--- src/rtl/rf_pkg.sv ---
// rf_pkg: shared constants and types for the register-file write-back path.
//   DW/AW/N_REGS : data width, address width, implemented register count
//   rf_addr_t    : register address
//   rf_data_t    : register data
//   wb_state_e   : write-port owner state (INIT clears the file, RUN arbitrates)
package rf_pkg;
  localparam int DW     = 48;
  localparam int AW     = 4;
  localparam int N_REGS = 14;

  typedef logic [AW-1:0] rf_addr_t;
  typedef logic [DW-1:0] rf_data_t;

  typedef enum logic {INIT, RUN} wb_state_e;
endpackage

--- src/rtl/rr_arbiter.sv ---
// rr_arbiter: generic N-way round-robin priority pick, purely combinational.
//   req_i : request vector
//   ptr_i : index with highest priority this cycle; search goes upward with wrap
//   gnt_o : one-hot grant, zero when no request
module rr_arbiter #(
  parameter int N  = 3,
  parameter int PW = (N > 1) ? $clog2(N) : 1
) (
  input  logic [N-1:0]  req_i,
  input  logic [PW-1:0] ptr_i,
  output logic [N-1:0]  gnt_o
);
  logic found;

  // k is the distance from ptr_i; the first requester hit wins
  always_comb begin
    gnt_o = '0;
    found = 1'b0;
    for (int k = 0; k < N; k++) begin
      for (int i = 0; i < N; i++) begin
        if (!found && req_i[i] && (i == (int'(ptr_i) + k) % N)) begin
          gnt_o[i] = 1'b1;
          found    = 1'b1;
        end
      end
    end
  end
endmodule

--- src/rtl/rf_wb_arbiter.sv ---
// rf_wb_arbiter: owns the register-file write port (we3/ra3/wd3).
//   After reset, clears every register through the port (INIT), then shares the
//   port between N_REQ write-back requesters round-robin (RUN). Also keeps a
//   per-register pending-write scoreboard for RAW stall checks at issue.
// Ports:
//   clk, rst_n                     clock, synchronous active-low reset
//   req_valid/req_addr/req_data    per-requester write requests (req 0 in LSBs)
//   req_ready                      per-requester accept (one-hot or zero)
//   rf_we/rf_waddr/rf_wdata        register-file write port
//   rsv_valid/rsv_addr, rsv_err    destination reservation, illegal-reservation pulse
//   chk_addr1/2, chk_busy1/2       source pending-write queries
//   wr_err                         pulse: accepted write to an unimplemented register
//   init_done                      clear sequence complete
module rf_wb_arbiter #(
  parameter int N_REQ  = 3,
  parameter int DW     = rf_pkg::DW,
  parameter int AW     = rf_pkg::AW,
  parameter int N_REGS = rf_pkg::N_REGS
) (
  input  logic                clk,
  input  logic                rst_n,
  input  logic [N_REQ-1:0]    req_valid,
  input  logic [N_REQ*AW-1:0] req_addr,
  input  logic [N_REQ*DW-1:0] req_data,
  output logic [N_REQ-1:0]    req_ready,
  output logic                rf_we,
  output logic [AW-1:0]       rf_waddr,
  output logic [DW-1:0]       rf_wdata,
  input  logic                rsv_valid,
  input  logic [AW-1:0]       rsv_addr,
  output logic                rsv_err,
  input  logic [AW-1:0]       chk_addr1,
  input  logic [AW-1:0]       chk_addr2,
  output logic                chk_busy1,
  output logic                chk_busy2,
  output logic                wr_err,
  output logic                init_done
);
  import rf_pkg::*;

  localparam int PW = $clog2(N_REQ);
  localparam logic [AW-1:0] LAST_REG = AW'(N_REGS - 1);
  localparam logic [PW-1:0] LAST_REQ = PW'(N_REQ - 1);

  wb_state_e         state_q;
  logic [AW-1:0]     clr_cnt_q;
  logic [PW-1:0]     rr_ptr_q;
  logic [N_REGS-1:0] busy_q, busy_d, clr_mask;
  logic              rf_we_q, rsv_err_q, wr_err_q, init_done_q;
  logic [AW-1:0]     rf_waddr_q;
  logic [DW-1:0]     rf_wdata_q;

  logic [N_REQ-1:0]  gnt;
  logic [PW-1:0]     gidx;
  logic [AW-1:0]     sel_addr;
  logic [DW-1:0]     sel_data;
  logic              run, xfer, rsv_bad;

  rr_arbiter #(.N(N_REQ), .PW(PW)) u_rr (
    .req_i (req_valid),
    .ptr_i (rr_ptr_q),
    .gnt_o (gnt)
  );

  assign run       = (state_q == RUN);
  assign req_ready = run ? gnt : '0;
  assign xfer      = |(req_valid & req_ready);

  // Mux the granted requester onto a single address/data path
  always_comb begin
    gidx     = '0;
    sel_addr = '0;
    sel_data = '0;
    for (int i = 0; i < N_REQ; i++) begin
      if (gnt[i]) begin
        gidx     = PW'(i);
        sel_addr = req_addr[i*AW +: AW];
        sel_data = req_data[i*DW +: DW];
      end
    end
  end

  // Scoreboard: the write in flight clears first, so a same-cycle reservation of
  // that register is legal and leaves the bit set.
  always_comb begin
    clr_mask = '0;
    if (rf_we_q) clr_mask[rf_waddr_q] = 1'b1;
    busy_d  = busy_q & ~clr_mask;
    rsv_bad = 1'b0;
    if (run && rsv_valid) begin
      if (rsv_addr > LAST_REG || busy_d[rsv_addr]) rsv_bad = 1'b1;
      else                                         busy_d[rsv_addr] = 1'b1;
    end
  end

  assign chk_busy1 = (chk_addr1 <= LAST_REG) ? busy_q[chk_addr1] : 1'b0;
  assign chk_busy2 = (chk_addr2 <= LAST_REG) ? busy_q[chk_addr2] : 1'b0;

  // INIT drives the clear sweep straight from the counter so the first write
  // lands in the first cycle after reset.
  assign rf_we     = run ? rf_we_q    : 1'b1;
  assign rf_waddr  = run ? rf_waddr_q : clr_cnt_q;
  assign rf_wdata  = run ? rf_wdata_q : '0;
  assign rsv_err   = rsv_err_q;
  assign wr_err    = wr_err_q;
  assign init_done = init_done_q;

  always_ff @(posedge clk) begin
    if (!rst_n) begin
      state_q     <= INIT;
      clr_cnt_q   <= '0;
      rr_ptr_q    <= '0;
      busy_q      <= '0;
      rf_we_q     <= 1'b0;
      rf_waddr_q  <= '0;
      rf_wdata_q  <= '0;
      rsv_err_q   <= 1'b0;
      wr_err_q    <= 1'b0;
      init_done_q <= 1'b0;
    end else begin
      busy_q    <= busy_d;
      rsv_err_q <= rsv_bad;
      rf_we_q   <= 1'b0;
      wr_err_q  <= 1'b0;
      case (state_q)
        INIT: begin
          clr_cnt_q <= clr_cnt_q + 1'b1;
          if (clr_cnt_q == LAST_REG) begin
            state_q     <= RUN;
            init_done_q <= 1'b1;
          end
        end
        RUN: begin
          if (xfer) begin
            rr_ptr_q <= (gidx == LAST_REQ) ? '0 : gidx + 1'b1;
            // Unimplemented targets are accepted but dropped
            if (sel_addr <= LAST_REG) begin
              rf_we_q    <= 1'b1;
              rf_waddr_q <= sel_addr;
              rf_wdata_q <= sel_data;
            end else begin
              wr_err_q   <= 1'b1;
            end
          end
        end
        default: state_q <= INIT;
      endcase
    end
  end
endmodule

--- config.mk ---
export PLATFORM = sky130hd
export DESIGN_NAME = rf_wb_arbiter
export DESIGN_NICKNAME = d
export VERILOG_FILES = /design/src/rtl/rf_pkg.sv /design/src/rtl/rr_arbiter.sv /design/src/rtl/rf_wb_arbiter.sv
export SDC_FILE = /design/constraint.sdc
export NUM_CORES = 1
export LEC_CHECK = 0
export ABC_AREA = 1
export ABC_CLOCK_PERIOD_IN_PS = 2600
export BUFFER_PORTS_ARGS = -buffer_cell sky130_fd_sc_hd__buf_2
export CORE_MARGIN = 1.5
export CORE_UTILIZATION = 45
export DETAILED_ROUTE_END_ITERATION = 16
export PLACE_DENSITY_LB_ADDON = 0.12
export SETUP_SLACK_MARGIN = 0.2
export SKIP_LAST_GASP = 1
export SLEW_MARGIN = 20
export SYNTH_ARGS = -nofsm -noshare
export SYNTH_HDL_FRONTEND = slang
export SYNTH_SLANG_ARGS = --single-unit
--- constraint.sdc ---
create_clock -name clk -period 2.6 [get_ports clk]
set_clock_uncertainty 0.2 [all_clocks]
set_input_delay 0 -clock clk [delete_from_list [all_inputs] [get_ports clk]]
set_output_delay 0 -clock clk [all_outputs]
set_load 0.01 [all_outputs]
== Word-level counts from Yosys, hierarchy flattened ==
Cells that the tools add are included.
W data, S select, Z words.
Storage, ports and cells
  flip-flop bits (word level): 77
  output and inout port bits: 61
  logic and storage cells: 127
Operators by class
  mux-type cells: 49
  $lt $le $gt $ge: 10
  add/sub/neg operators: 4
  equal/unequal tests: 8
  bitwise operators: 5
  reductions and logical operators: 38
  div/mod/pow operators: 3
Operator list (number)
  $mux W48: 4
  $eq A2 B32 Y1 const A: 3
  $eq A3 B32 Y1 const A: 3
  $logic_not A32 Y1: 3
  $mod A32 B3 Y32 const B: 2
  $mux W14: 3
  $mod A3 B3 Y32 const B: 1
  $mux W1: 30
  $logic_and A1 B1 Y1: 20
  $lt A4 B5 Y1 const B: 4
  $mux W4: 4
  $and A14 B14 Y14: 1
  $not A14 Y14: 1
  $or A14 B14 Y14: 1
  $bmux W1 S4: 3
  $le A4 B4 Y1 const B: 3
  $demux W1 S4: 2
  $ge A4 B1 Y1 const B: 2
  $logic_not A1 Y1: 8
  $reduce_and A2 Y1: 3
  $reduce_and A3 Y1: 2
  $add A4 B1 Y4 const B: 1
  $eq A4 B4 Y1 const B: 1
  $gt A4 B4 Y1 const B: 1
  other kinds (10): 11

== Logic depth before layout (Yosys ltp) ==
  depth in word-level cells: 40
  mapped depth: 18
  mapped depth without buffers: 16

== Cells and area by module ==
A second synthesis with hierarchy kept.
Unflattened totals
  cell total of the unflattened synthesis: 826
  area total of the unflattened synthesis: 5126.2 um^2
Modules (own cells, without submodules)
  rf_wb_arbiter: instances 1, sequential area each 1541.5 um^2, area each 4939.7 um^2, cells an instance 789
  rr_arbiter: instances 1, sequential area each 0.0 um^2, area each 186.4 um^2, cells an instance 37

== Least setup slack after synthesis ==
No wires, ideal clock.
  path type: register -> register
  start point: reg rr_ptr_q[0]
  end point: reg rf_waddr_q[0]
  stages on the path, launching flop included: 17
  arrival: 2.053 ns
  period minus slack after synthesis: 2.368 ns
  path buffers: 2
  data required time: 2.285 ns
  path slack: 0.232 ns
  cell sequence: dfxtp_1 -> inv_1 -> ha_1 -> nand2_1 -> nand2_1 -> a21oi_2 -> nand2_1 -> nor2_2 -> nand3_1 -> nand2_2 -> nand2_1 -> nand3_1 -> nand3_2 -> buf_6 -> buf_2 -> a21oi_1 -> nor2_1
Between the ends
  longest elaborated chain between the ends: 40
  elaborated cells between the ends (all ways): 63
Ends and longest elaborated chain
  from (decl): RTL line rf_wb_arbiter.sv:47  | logic [PW-1:0] rr_ptr_q;
  from (signal assigned): RTL line rf_wb_arbiter.sv:135  | rr_ptr_q <= (gidx == LAST_REQ) ? '0 : gidx + 1'b1;
  parallel branches: the longest is 40 deep, another holds $mod A32 B3 Y32
  to (signal assigned): RTL line rf_wb_arbiter.sv:139  | rf_waddr_q <= sel_addr;
  to (decl): RTL line rf_wb_arbiter.sv:50  | logic [AW-1:0] rf_waddr_q;
Several ways; the timed one is not identified.
A chain may end at the register's enable or synchronous reset.

== Final worst setup path ==
  start point: reg rr_ptr_q[0]
  end point: reg rf_waddr_q[3]
Same word-level chain as after synthesis.

==> flow_summary.json <==
{
  "status": "finished with violations",
  "cp-start-kind": "flip-flop",
  "dp_hpwl_um": 11380,
  "critPathKind": "flip-flop to flip-flop",
  "finish.instance_area_um2": 9221,
  "vias_per_cell": 5.613,
  "synth_fp_nets": 1063,
  "synth_cells": 885,
  "critPathCapture": "rf_waddr_q[3]",
  "max-cap-violations": 0,
  "slew_headroom_pct": 57.77,
  "post-place-ws_ps": 14.15,
  "yosysTopAreaCellShare_pct": 30.21,
  "hold_class": "input pin to flip-flop",
  "final_nets": 1461,
  "vias": 8015,
  "violations": "negative setup slack",
  "min_path_cells": 5,
  "ys_seq_area_share_pct": 30.21,
  "ys_ff_latch": 77,
  "clock.fmax_mhz": 383.1,
  "ir_worst_vdd_mv": 0.2970,
  "h-tree-depth": 3,
  "r2r-end": "rf_waddr_q[3]",
  "final-setup-viol-count": 1,
  "leakagePower_nw": 4.889,
  "grt_pass1_vias": 7602,
  "p_int_mw": 2.385,
  "instances_no_fill": 1428,
  "synth.distinct_cells": 26,
  "synth_edf_count": 0,
  "ios": 235,
  "die_x_um": 109.5,
  "n_fill_cell": 616,
  "dpl_cell_area_um2": 6367,
  "grt_pass1_wl_um": 35450,
  "drt_iter0_drc": 819,
  "grt_max_degree": 58,
  "initial_core_util_pct": 46.66,
  "comb_power_share_pct": 24.1,
  "grt_use_total_pct": 37.66,
  "arrival_ps": 2620,
  "cts_tree": "done",
  "clk_latency_ps": 330,
  "slew_violations": 0,
  "ys.flop_type": "dfxtp_1",
  "synth-async-reset-ratio_pct": 0,
  "drive_above_1_share_pct": 28.98,
  "avgSynthCellArea_um2": 5.765,
  "firstDrtPassIters": 7,
  "hold_viol_final": 0,
  "synth_top_cell_by_area": "dfxtp_1",
  "period_needed_ps": 2610,
  "rsz0062_at_grt": "true",
  "std_cell_rows": 38,
  "drt-total-wl_um": 24860,
  "cts-buffers-inserted": 9,
  "cp-end-kind": "flip-flop",
  "synth_most_common_cell": "nand2_1",
  "drc": 0,
  "die_h_um": 109.5,
  "ant_nets": 0,
  "core_um2": 10940,
  "yosys-top-cells-count": "nand2_1 (307), a21oi_1 (122), inv_1 (102)",
  "path_clk_slew_ps": 60,
  "critPathMaxFanout": 6,
  "reg2reg_slack_ps": -10,
  "p_sw_mw": 0.8577,
  "syn_to_final_growth_pct": 80.73,
  "clockBufferDepth": 2,
  "yosysWarnings": 0,
  "holdWs_ps": 25.56,
  "startpoint": "rr_ptr_q[0]",
  "place_inst": 1216,
  "grt.overflow.total": 0,
  "synth_area_leaders": "dfxtp_1 (30%), nand2_1 (23%), a21oi_1 (12%)",
  "fin_ws_ps": -9.975,
  "pwr-share-seq_pct": 36.6,
  "r2r_cells": 14,
  "power_mw": 3.243,
  "required_ps": 2610,
  "clkPwrFrac_pct": 39.2,
  "swShare_pct": 26.45,
  "worst_pin_slew_ps": 633.5,
  "port_buffers": 234,
  "clkSinkCount": 77,
  "timing.rr.start": "rr_ptr_q[0]",
  "power_density_nw_per_um2": 351.7,
  "timing.final.crit_share_pct": 100.4,
  "cts_root_buf": "clkbuf_16",
  "wl_per_cell_um": 17.41,
  "routabilityCongestion": 0.9010,
  "antenna_found_initial": 1,
  "netlist_area_um2": 5102,
  "die_area_um2": 11990
}
==> metrics by stage <==
step	TNS, ps	utilization (%)
global placement	0	58.23
CTS	0	80.39
detailed placement	0	58.23
floorplan	0	-
finish	-9.975	84.32
global route	-1674	84.32
==> worst max-delay path: stages (launching register included) <==
cell and delay [ps]:
dfxtp_2 330, inv_2 40, ha_4 250, nand2_4 80
nand2_4 60, a21oi_4 130, nand2_1 80, nor2_2 110
nand3_2 100, nand2_4 140, nand2_1 220, nand3_4 200
clkinvlp_4 190, o21ai_0 280, a21oi_1 70
==> flip-flops by register name, indices dropped and copies added (netlist names) <==
name        cells
rf_we_q         1
rf_waddr_q      4
wr_err          1
clr_cnt_q       4
run             1
rr_ptr_q        2
rf_wdata_q     48
init_done       1
rsv_err         1
busy_q         14
==> area by class of cell <==
type / count / area, um2 / share of cell area [%]
Multi-Input combinational cell: 651 / 3269 / 35.45
Timing Repair Buffer: 441 / 3537 / 38.36
Clock inverter: 3 / 45.04 / 0.4885
Inverter: 103 / 390.4 / 4.233
Sequential cell: 77 / 1545 / 16.76
Clock buffer: 12 / 256.5 / 2.782
Tap cell: 140 / 175.2 / 1.900
Antenna cell: 1 / 2.502 / 0.02714
==> logic make-up after synthesis <==
group	after synthesis	share of synthesized area (%)
and+or+nand+nor	469	37.05
DFF	77	30.21
AOI/OAI and AO/OA	177	18.69
buffers and inverters	158	13.07
adders and majority gates	4	0.9809
==> power groups by stage <==
stage / Sequential [mW] / Clock (mW) / Combinational [mW]
floorplan: 1.21 / 0 / 0.230
global placement: 1.21 / 0 / 0.425
detailed placement: 1.21 / 0 / 0.425
CTS: 1.19 / 1.28 / 0.667
global route: 1.19 / 1.32 / 0.829
finish: 1.19 / 1.27 / 0.783
==> worst min-delay path by stage <==
stage                     start             to  slack, ps
global route        rsv_addr[1]      busy_q[2]         50
global placement      rsv_valid        rsv_err         90
CTS                 req_addr[0]  rf_waddr_q[0]          2
finish              rsv_addr[1]      busy_q[3]         30
detailed placement    rsv_valid        rsv_err         80
floorplan             rsv_valid        rsv_err        -60
==> placed cells by master, fill, tap and decap left out, drive strengths merged <==
master / netlist / layout
or2: 1 / 1
dfxtp: 77 / 77
o22ai: 5 / 5
bufinv: 0 / 1
nand2: 310 / 310
a21oi: 123 / 123
ha: 4 / 4
dlygate4sd3: 0 / 161
a41oi: 1 / 1
a32o: 2 / 2
a31oi: 3 / 3
clkbuf: 25 / 18
diode: 0 / 1
nand3: 81 / 82
o31ai: 16 / 16
o21ai: 27 / 27
nor3: 1 / 1
bufbuf: 0 / 1
inv: 103 / 102
buf: 30 / 273
nor2: 74 / 74
clkinvlp: 0 / 3
nand4: 2 / 2
==> per-layer routing <==
metal / routed length [um] / global-route usage (%)
met4: 1573 / 25.32
met2: 11820 / 61.76
met5: 0 / 0
met3: 2453 / 10.49
met1: 9014 / 42.48
==> what timing repair did <==
item | CTS | global route
resized for setup | 56 | 48
endpoints found under the hold margin | 68 | 0
setup buffers | 13 | 8
setup endpoints to repair | 55 | 57
cloned | 7 | 7
hold buffers | 161 | 0
pin swaps | 15 | 29
Note: power is estimated with default switching activity, not from simulation.
